**src/rtl/psone_frame_rx.sv**
```systemverilog
// PS-one UART frame deframer: SYNC, LEN, PAYLOAD[LEN], CHK.
// Publishes a validated payload or an abort pulse with a reason code.
module psone_frame_rx #(
    parameter logic [7:0]  SYNC_BYTE = 8'h5A,
    parameter int          MAX_LEN   = 8,
    parameter logic [17:0] TIMEOUT   = 18'd156250
) (
    input  logic                   iCLK,
    input  logic                   iRESET,
    input  logic                   iREC_END,
    input  logic [7:0]             iRX_BYTE,
    input  logic                   iREC_ER,
    output logic                   oFRAME_VALID,
    output logic [3:0]             oLEN,
    output logic [8*MAX_LEN-1:0]   oPAYLOAD,
    output logic                   oFRAME_ER,
    output logic [2:0]             oER_CODE,
    output logic                   oBUSY,
    output logic [7:0]             oDROP_CNT
);

    typedef enum logic [2:0] {
        S_IDLE,
        S_GET_LEN,
        S_GET_DATA,
        S_GET_CHK,
        S_DONE,
        S_ERR
    } state_t;

    state_t                 r_state;
    state_t                 w_state_nxt;
    logic [3:0]             r_len;
    logic [3:0]             r_idx;
    logic [7:0]             r_acc;
    logic [17:0]            r_tmo;
    logic [8*MAX_LEN-1:0]   r_shadow;
    logic                   r_valid;
    logic                   r_fer;
    logic [2:0]             r_code;
    logic [3:0]             r_olen;
    logic [8*MAX_LEN-1:0]   r_payload;
    logic [7:0]             r_drop;

    logic                   w_in_frame;
    logic                   w_timeout;
    logic                   w_start;
    logic                   w_drop;
    logic                   w_take_data;
    logic [2:0]             w_err_code;

    assign w_in_frame  = (r_state == S_GET_LEN) || (r_state == S_GET_DATA) ||
                         (r_state == S_GET_CHK);
    assign w_timeout   = w_in_frame && !iREC_END && (r_tmo == TIMEOUT - 18'd1);
    assign w_take_data = (r_state == S_GET_DATA) && iREC_END && !iREC_ER;

    always_comb begin
        w_state_nxt = r_state;
        w_start     = 1'b0;
        w_drop      = 1'b0;
        w_err_code  = 3'd0;
        unique case (r_state)
            // DONE and ERR last one cycle and accept bytes as if idle
            S_IDLE, S_DONE, S_ERR: begin
                w_state_nxt = S_IDLE;
                if (iREC_END) begin
                    if (iRX_BYTE == SYNC_BYTE) begin
                        w_state_nxt = S_GET_LEN;
                        w_start     = 1'b1;
                    end else begin
                        w_drop = 1'b1;
                    end
                end
            end
            S_GET_LEN: begin
                if (iREC_ER) begin
                    w_state_nxt = S_ERR;
                    w_err_code  = 3'd1;
                end else if (iREC_END) begin
                    if (iRX_BYTE == 8'd0 || iRX_BYTE > 8'(MAX_LEN)) begin
                        w_state_nxt = S_ERR;
                        w_err_code  = 3'd2;
                    end else begin
                        w_state_nxt = S_GET_DATA;
                    end
                end else if (w_timeout) begin
                    w_state_nxt = S_ERR;
                    w_err_code  = 3'd4;
                end
            end
            S_GET_DATA: begin
                if (iREC_ER) begin
                    w_state_nxt = S_ERR;
                    w_err_code  = 3'd1;
                end else if (iREC_END) begin
                    if (r_idx + 4'd1 == r_len) w_state_nxt = S_GET_CHK;
                end else if (w_timeout) begin
                    w_state_nxt = S_ERR;
                    w_err_code  = 3'd4;
                end
            end
            S_GET_CHK: begin
                if (iREC_ER) begin
                    w_state_nxt = S_ERR;
                    w_err_code  = 3'd1;
                end else if (iREC_END) begin
                    if (iRX_BYTE == r_acc) begin
                        w_state_nxt = S_DONE;
                    end else begin
                        w_state_nxt = S_ERR;
                        w_err_code  = 3'd3;
                    end
                end else if (w_timeout) begin
                    w_state_nxt = S_ERR;
                    w_err_code  = 3'd4;
                end
            end
            default: w_state_nxt = S_IDLE;
        endcase
    end

    always_ff @(posedge iCLK) begin
        if (!iRESET) begin
            r_state   <= S_IDLE;
            r_len     <= 4'd0;
            r_idx     <= 4'd0;
            r_acc     <= 8'd0;
            r_tmo     <= 18'd0;
            r_shadow  <= '0;
            r_valid   <= 1'b0;
            r_fer     <= 1'b0;
            r_code    <= 3'd0;
            r_olen    <= 4'd0;
            r_payload <= '0;
            r_drop    <= 8'd0;
        end else begin
            r_state <= w_state_nxt;
            r_valid <= (w_state_nxt == S_DONE);
            r_fer   <= (w_state_nxt == S_ERR);
            if (w_state_nxt == S_ERR) r_code <= w_err_code;
            if (w_in_frame && !iREC_END) r_tmo <= r_tmo + 18'd1;
            else                         r_tmo <= 18'd0;
            if (w_drop && r_drop != 8'hFF) r_drop <= r_drop + 8'd1;
            if (w_start) begin
                r_acc <= 8'd0;
                r_idx <= 4'd0;
            end
            if (r_state == S_GET_LEN && w_state_nxt == S_GET_DATA) begin
                r_len <= iRX_BYTE[3:0];
                r_acc <= iRX_BYTE;
            end
            if (w_take_data) begin
                for (int k = 0; k < MAX_LEN; k++)
                    if (4'(k) == r_idx) r_shadow[8*k +: 8] <= iRX_BYTE;
                r_acc <= r_acc ^ iRX_BYTE;
                r_idx <= r_idx + 4'd1;
            end
            // publish on the CHK edge so outputs are visible in DONE
            if (w_state_nxt == S_DONE) begin
                r_olen <= r_len;
                for (int k = 0; k < MAX_LEN; k++)
                    r_payload[8*k +: 8] <= (4'(k) < r_len) ? r_shadow[8*k +: 8] : 8'h00;
            end
        end
    end

    assign oFRAME_VALID = r_valid;
    assign oFRAME_ER    = r_fer;
    assign oER_CODE     = r_code;
    assign oLEN         = r_olen;
    assign oPAYLOAD     = r_payload;
    assign oDROP_CNT    = r_drop;
    assign oBUSY        = (r_state != S_IDLE);

endmodule

```
**config.mk**
```make
export PLATFORM = sky130hd
export DESIGN_NAME = psone_frame_rx
export DESIGN_NICKNAME = d
export VERILOG_FILES = /design/src/rtl/psone_frame_rx.sv
export SDC_FILE = /design/constraint.sdc
export NUM_CORES = 1
export LEC_CHECK = 0
export ABC_CLOCK_PERIOD_IN_PS = 2660
export BUFFER_PORTS_ARGS = -buffer_cell sky130_fd_sc_hd__buf_4
export CORE_MARGIN = 3
export CORE_UTILIZATION = 30
export CTS_BUF_LIST = sky130_fd_sc_hd__clkbuf_16
export DETAILED_ROUTE_END_ITERATION = 16
export HOLD_SLACK_MARGIN = 0.05
export PLACE_DENSITY = 0.59
export SYNTH_ARGS = -nofsm -noshare
export SYNTH_HDL_FRONTEND = slang
export SYNTH_SLANG_ARGS = --single-unit
```
**constraint.sdc**
```tcl
create_clock -name iCLK -period 2.66 [get_ports iCLK]
set_input_delay 0.532 -clock iCLK [delete_from_list [all_inputs] [get_ports iCLK]]
set_output_delay 0.532 -clock iCLK [all_outputs]
set_load 0.05 [all_outputs]
```
# Yosys cells after proc, flatten, opt, wreduce, memory -nomap -nowiden
# Index checks and enable logic that the tools add are counted.
# classes
addsub	3
mux	42
bitwise	1
magnitude_cmp	9
eq_ne	20
n_reduce_logical	27
# ops
cell	n
8-bit two-way mux	11
3-bit two-way mux	16
18-bit by 1-bit adder with 18-bit output (second input constant)	1
18-bit equality test (second input constant)	1
2-bit AND reduction	9
3-bit by 4-bit equality test with 1-bit output (first input constant)	4
3-bit by 4-bit < comparator with 1-bit output (first input constant)	4
3-bit equality test (second input constant)	4
3-bit one-hot mux with 4 select lines	1
3-bit by 2-bit equality test with 1-bit output (second input constant)	3
1-bit two-way mux	9
3-bit one-hot mux with 3 select lines	1
8-bit by 1-bit adder with 8-bit output (second input constant)	1
2-bit by 4-bit equality test with 1-bit output (first input constant)	2
8-bit by 7-bit equality test with 1-bit output (second input constant)	1
8-bit equality test	1
8-bit by 4-bit greater-than comparator with 1-bit output (second input constant)	1
8-bit zero test	1
1-bit by 4-bit < comparator with 1-bit output (first input constant)	2
2-bit by 4-bit < comparator with 1-bit output (first input constant)	2
4-bit two-way mux	2
8-bit != test (second input constant)	1
8-bit XOR	1
1-bit logical AND	6
12 further kinds	17
# word_totals
ff_bits	182

# Depth between registers and ports, before layout
# logic_depth
depth_word	13
mapped_depth	10
depth_no_buf	8

# Least setup slack after synthesis
# Ideal clock, no wire load.
# synth_timing
path_type	input to register
startpoint	input iRX_BYTE[0]
endpoint	register r_payload[56], in the netlist oPAYLOAD[56]
setup_time_ns	0.072
stages	8
setup_slack_ns	0.319
t_arrival_ns	2.269
required_ns	2.588
n_path_buf	2
cell_sequence	or4_1 > nand3_2 > nor3_1 > a311o_1 > nor2_4 > buf_6 > buf_6 > mux2i_1
# synth_via
elab_chain_len	7
# synth_rtl
element	line_no	rtl
from (decl)	11	input logic [7:0] iRX_BYTE,
8-bit by 4-bit greater-than comparator with 1-bit output or 8-bit zero test (tied branches)	80	if (iRX_BYTE == 8'd0 || iRX_BYTE > 8'(MAX_LEN)) begin
1-bit logical OR	80	
3-bit two-way mux	80	
3-bit two-way mux	79	end else if (iREC_END) begin
3-bit two-way mux	76	if (iREC_ER) begin
3-bit one-hot mux with 4 select lines *	62	unique case (r_state)
3-bit equality test *	159	if (w_state_nxt == S_DONE) begin
to (signal, indexed assignment)	162	r_payload[8*k +: 8] <= (4'(k) < r_len) ? r_shadow[8*k +: 8] : 8'h00;
to (decl)	42	logic [8*MAX_LEN-1:0] r_payload;
# Mark *: on every way between the ends. The rest lies on a longest branch, timed or not.
# A chain may end at the register's enable or synchronous reset.

# Worst setup path after layout
# layout_timing
startpoint	register r_state[0]
endpoint	register r_payload[1], in the netlist oPAYLOAD[1]
# layout_via
elab_chain_len	10
# layout_rtl
element	line_no	rtl
from (decl)	31	state_t r_state;
from (signal assigned)	137	r_state <= w_state_nxt;
3-bit by 1-bit equality test with 1-bit output or 3-bit by 2-bit equality test with 1-bit output (tied branches)	52, 62	
1-bit logical OR (2 in series)	52	assign w_in_frame = (r_state == S_GET_LEN) || (r_state == S_GET_DATA) ||
1-bit logical AND (2 in series)	54	assign w_timeout = w_in_frame && !iREC_END && (r_tmo == TIMEOUT - 18'd1);
3-bit two-way mux	86, 97, 113	
3-bit two-way mux, on equally long branches	106, 79, 95	
3-bit two-way mux, on equally long branches	103, 76, 92	
3-bit one-hot mux with 4 select lines *	62	
3-bit equality test *	159	
# Marked as above.

==> run_results.csv <==
group,metric,value,unit
outcome,status,"finished, final reports clean",
synthesis,postSynth.asyncResetShare,0,
critical_path,timing.setup.critical_path_class,"reg -> reg",
die,die_area,27330,µm²
sta,timing.max_slew.rel_slack,0.6015,
die,dieHeight,165.3,µm
synthesis,synth_top_flop_cell,"sky130_fd_sc_hd__dfxtp_1",
detailed_routing,drtAntennaViolNets,0,
sta,rsz0062_at_grt,"false",
die,io_pins,94,
placed_design,setup_slack_placement,0.06650,ns
clock_network,max-clock-path-buffers,2,
synthesis,postSynthAreaPerCell,8.434,µm²
critical_path,largest_incremental_delay_on_the_critical_path,0.54,ns
clock_network,clock_transition_at_the_registers_of_the_reported_paths,0.07,ns
clock_network,cts_tree,"done",
power,totalPowerFinal,5.420,mW
detailed_routing,remaining_drc_errors,0,
clock_network,cts_inserted_buffers,17,
final_layout,syn_to_final_growth,22.36,%
synthesis,synth-edff-count,0,
sta,worst-slew-pin-transition,0.5977,ns
placed_design,routabilityCongestion,0.8199,
sta,setup_viol,0,
detailed_routing,finalWirelength,19700,µm
min_path,min-delay-path-class,"in -> reg",
sta,period_minus_slack,2.322,ns
synthesis,most_frequent_cells_after_synthesis,"sky130_fd_sc_hd__nand2_1, sky130_fd_sc_hd__dfxtp_1, sky130_fd_sc_hd__a21oi_1, sky130_fd_sc_hd__nand3_1, sky130_fd_sc_hd__mux2i_1",
clock_network,cts.repair.resized,0,
global_routing,global_route_overflow,0,
synthesis,synthTopCellsByArea,"sky130_fd_sc_hd__dfxtp_1, sky130_fd_sc_hd__nand2_1, sky130_fd_sc_hd__mux2i_1",
synthesis,synth_warn,0,
synthesis,mappedNetlistNets,922,
global_routing,grt_pass1_vias,5861,
placed_design,buffer_ports.inserted,93,
sta,maximum_clock_skew_at_final_layout,0.01550,ns
global_routing,grt_pass1_wl,31020,µm
final_layout,fraction_of_final_layout_cells_sized_beyond_drive_strength_1,0.1687,
final_layout,insertedDiodeCount,0,
detailed_routing,drt_iter0_markers,423,
power,part_of_the_power_in_combinational_logic,0.030,
critical_path,path_buf_inv,1,
detailed_routing,post_drt_via_cell_ratio,4.767,
power,p_sw,1.261,mW
power,p_leak,3.169,nW
final_layout,final_net_count,1003,
critical_path,delay_heaviest_family_cp,"compound AO/OA/AOI/OAI gates",
power,seqPwrFrac,0.504,
job,max_cap_viol_count,0,
critical_path,worst-path-max-fanout,35,
critical_path,cp_slowest_cell,"sky130_fd_sc_hd__dfxtp_1",
placed_design,placedInstanceArea,8738,µm²
global_routing,grt_max_degree,53,
global_routing,grt.total_usage,0.1430,
die,rows,57,
die,fp.dieW,165.3,µm
final_layout,fill_cells,2537,
synthesis,ys_ff_latch,182,
die,core_area,24600,µm²
die,floorplan.initialDensity,0.3095,
sta,timing_max_transition_violations_final,0,
clock_network,cts.sinks,182,
clock_network,clk_tree_root_cell,"sky130_fd_sc_hd__clkbuf_16",
power,share_of_total_power_consumed_by_net_switching,0.2326,
clock_network,cts.htree.levels,4,
detailed_routing,via_count,6292,
synthesis,portion_of_synthesized_cell_area_occupied_by_the_leading_cell_type,0.4784,
sta,timing.setup.tns,0,ns
critical_path,cp_data_required_time,3.02,ns
synthesis,ys_seq_area_frac,0.4784,
sta,timing.final.hold_violations,0,
clock_network,ctsHoldBuffers,0,
clock_network,post_cts_setup_inserts,0,
power,peakVddDrop,366.2,µV
critical_path,timing.critical_path.arrival,2.68,ns
detailed_routing,average_detailed_routed_wire_length_per_instance,14.93,µm
synthesis,synthDistinctLibCells,49,
power,cellPowerDensity,581.6,nW/µm²
synthesis,synthesis.area,7616,µm²
global_routing,antenna_violations_before_repair,0,
critical_path,worst_setup_path_end_kind,"flop",
power,clkPwrFrac,0.466,
synthesis,post-synth-top-area-cell,"sky130_fd_sc_hd__dfxtp_1",
synthesis,synth_most_common_cell,"sky130_fd_sc_hd__nand2_1",
critical_path,setup.worst_path.start_class,"flop",
sta,fin_ws,0.3377,ns
clock_network,insertion_delay,0.44,ns
critical_path,crit_path_cell_trace,"o21ba_2, and4_1, nand2_1, a311o_1, nor2_4, buf_12, mux2i_1",
sta,layout_worst_path_cycle_share,0.8730,
power,internal-power,4.159,mW
placed_design,dp_hpwl,13270,µm
sta,max_freq,430.6,MHz
synthesis,syn_inst,903,
detailed_routing,firstDrtPassIters,5,
final_layout,final_cell_area,9319,µm²
power groups by stage:
stage / logic (mW) / clock network (mW) / registers, mW
finish: 0.164 / 2.53 / 2.73
global route: 0.175 / 2.68 / 2.73
CTS: 0.164 / 2.58 / 2.73
detailed placement: 0.163 / 0 / 2.79
global placement: 0.162 / 0 / 2.79
floorplan: 0.0809 / 0 / 2.80
layout by cell type (no fill, tap or decap), drive strengths merged, types with 2 or more instances in the layout:
cell type,netlist,routed
a211oi,3,3
nand2b,3,3
nor4,9,9
nand2,217,217
nand3b,7,7
dfxtp,182,182
inv,7,11
xor2,26,26
and3,3,3
nand4,10,10
nand3,83,83
or4,3,3
mux2i,72,72
nor4bb,2,2
buf,19,126
and2,7,7
o22ai,2,2
clkbuf,45,17
xnor2,10,10
and4,3,3
bufinv,0,2
or3,2,2
ha,7,7
a21oi,83,83
clkinvlp,0,6
or2,3,3
nand4b,2,2
nor2,54,54
nor2b,5,5
nor3,5,5
o21ai,19,19
clkinv,0,2
worst register-to-register path: cells and delay by family (launching register included):
family / cells / cell delay [ns]
AOI/OAI and AO/OA: 2 / 0.68
DFF: 1 / 0.54
and+or+nand+nor: 3 / 0.50
buffers and inverters: 1 / 0.27
muxes: 1 / 0.25
worst paths after layout:
kind | start | to | cells after the start | slack [ns]
worst max register to register | r_state[0] | oPAYLOAD[1] | 7 | 0.34
worst min-delay path | iREC_ER | oER_CODE[2] | 2 | 0.40
worst min register to register | oPAYLOAD[10] | oPAYLOAD[10] | 2 | 0.45
worst max-delay path | r_state[0] | oPAYLOAD[1] | 7 | 0.34
final cells by class:
type	instances	area, µm²	area share
Clock buffer	17	425.4	0.04565
Timing Repair Buffer	126	996.0	0.1069
Tap cell	324	405.4	0.04350
Clock inverter	14	155.1	0.01665
Sequential cell	182	3643	0.3910
Inverter	7	26.28	0.002820
Multi-Input combinational cell	650	3667	0.3935
per-layer routing:
metal / GRT usage / share of wire / vias up
met5: 0 / 0 / -
met4: 0.03705 / 0.0095 / 0
met2: 0.2220 / 0.45 / 149
met3: 0.03567 / 0.054 / 13
met1: 0.1989 / 0.49 / 2918
li1: - / - / 3212
metrics by stage:
step / hold slack, ns / cells / util
final: 0.3960 / 1320 / 0.3787
after global routing: 0.3862 / 1320 / 0.3787
after CTS: 0.3702 / 1320 / 0.3787
after detailed placement: 0.4481 / 1289 / 0.3551
after global placement: 0.4419 / 1289 / 0.3551
after floorplan: 0.4292 / 903 / -
cells by family after synthesis:
kind of cell	count (synthesis)	synth area share
mux	72	0.09463
buf+inv	71	0.04173
compound gates	114	0.07919
simple gates	421	0.2532
fa+ha+maj	7	0.01150
flops	182	0.4784
xor+xnor	36	0.04140
registers in the layout, indices dropped and copies added (netlist names):
name and cells:
r_tmo 18, oER_CODE 3, r_acc 8, r_shadow 64, oFRAME_VALID 1, oFRAME_ER 1, oPAYLOAD 64, oDROP_CNT 8
oLEN 4, r_state 3, r_len 4, r_idx 4
Note: power is estimated with default switching activity, not from simulation.
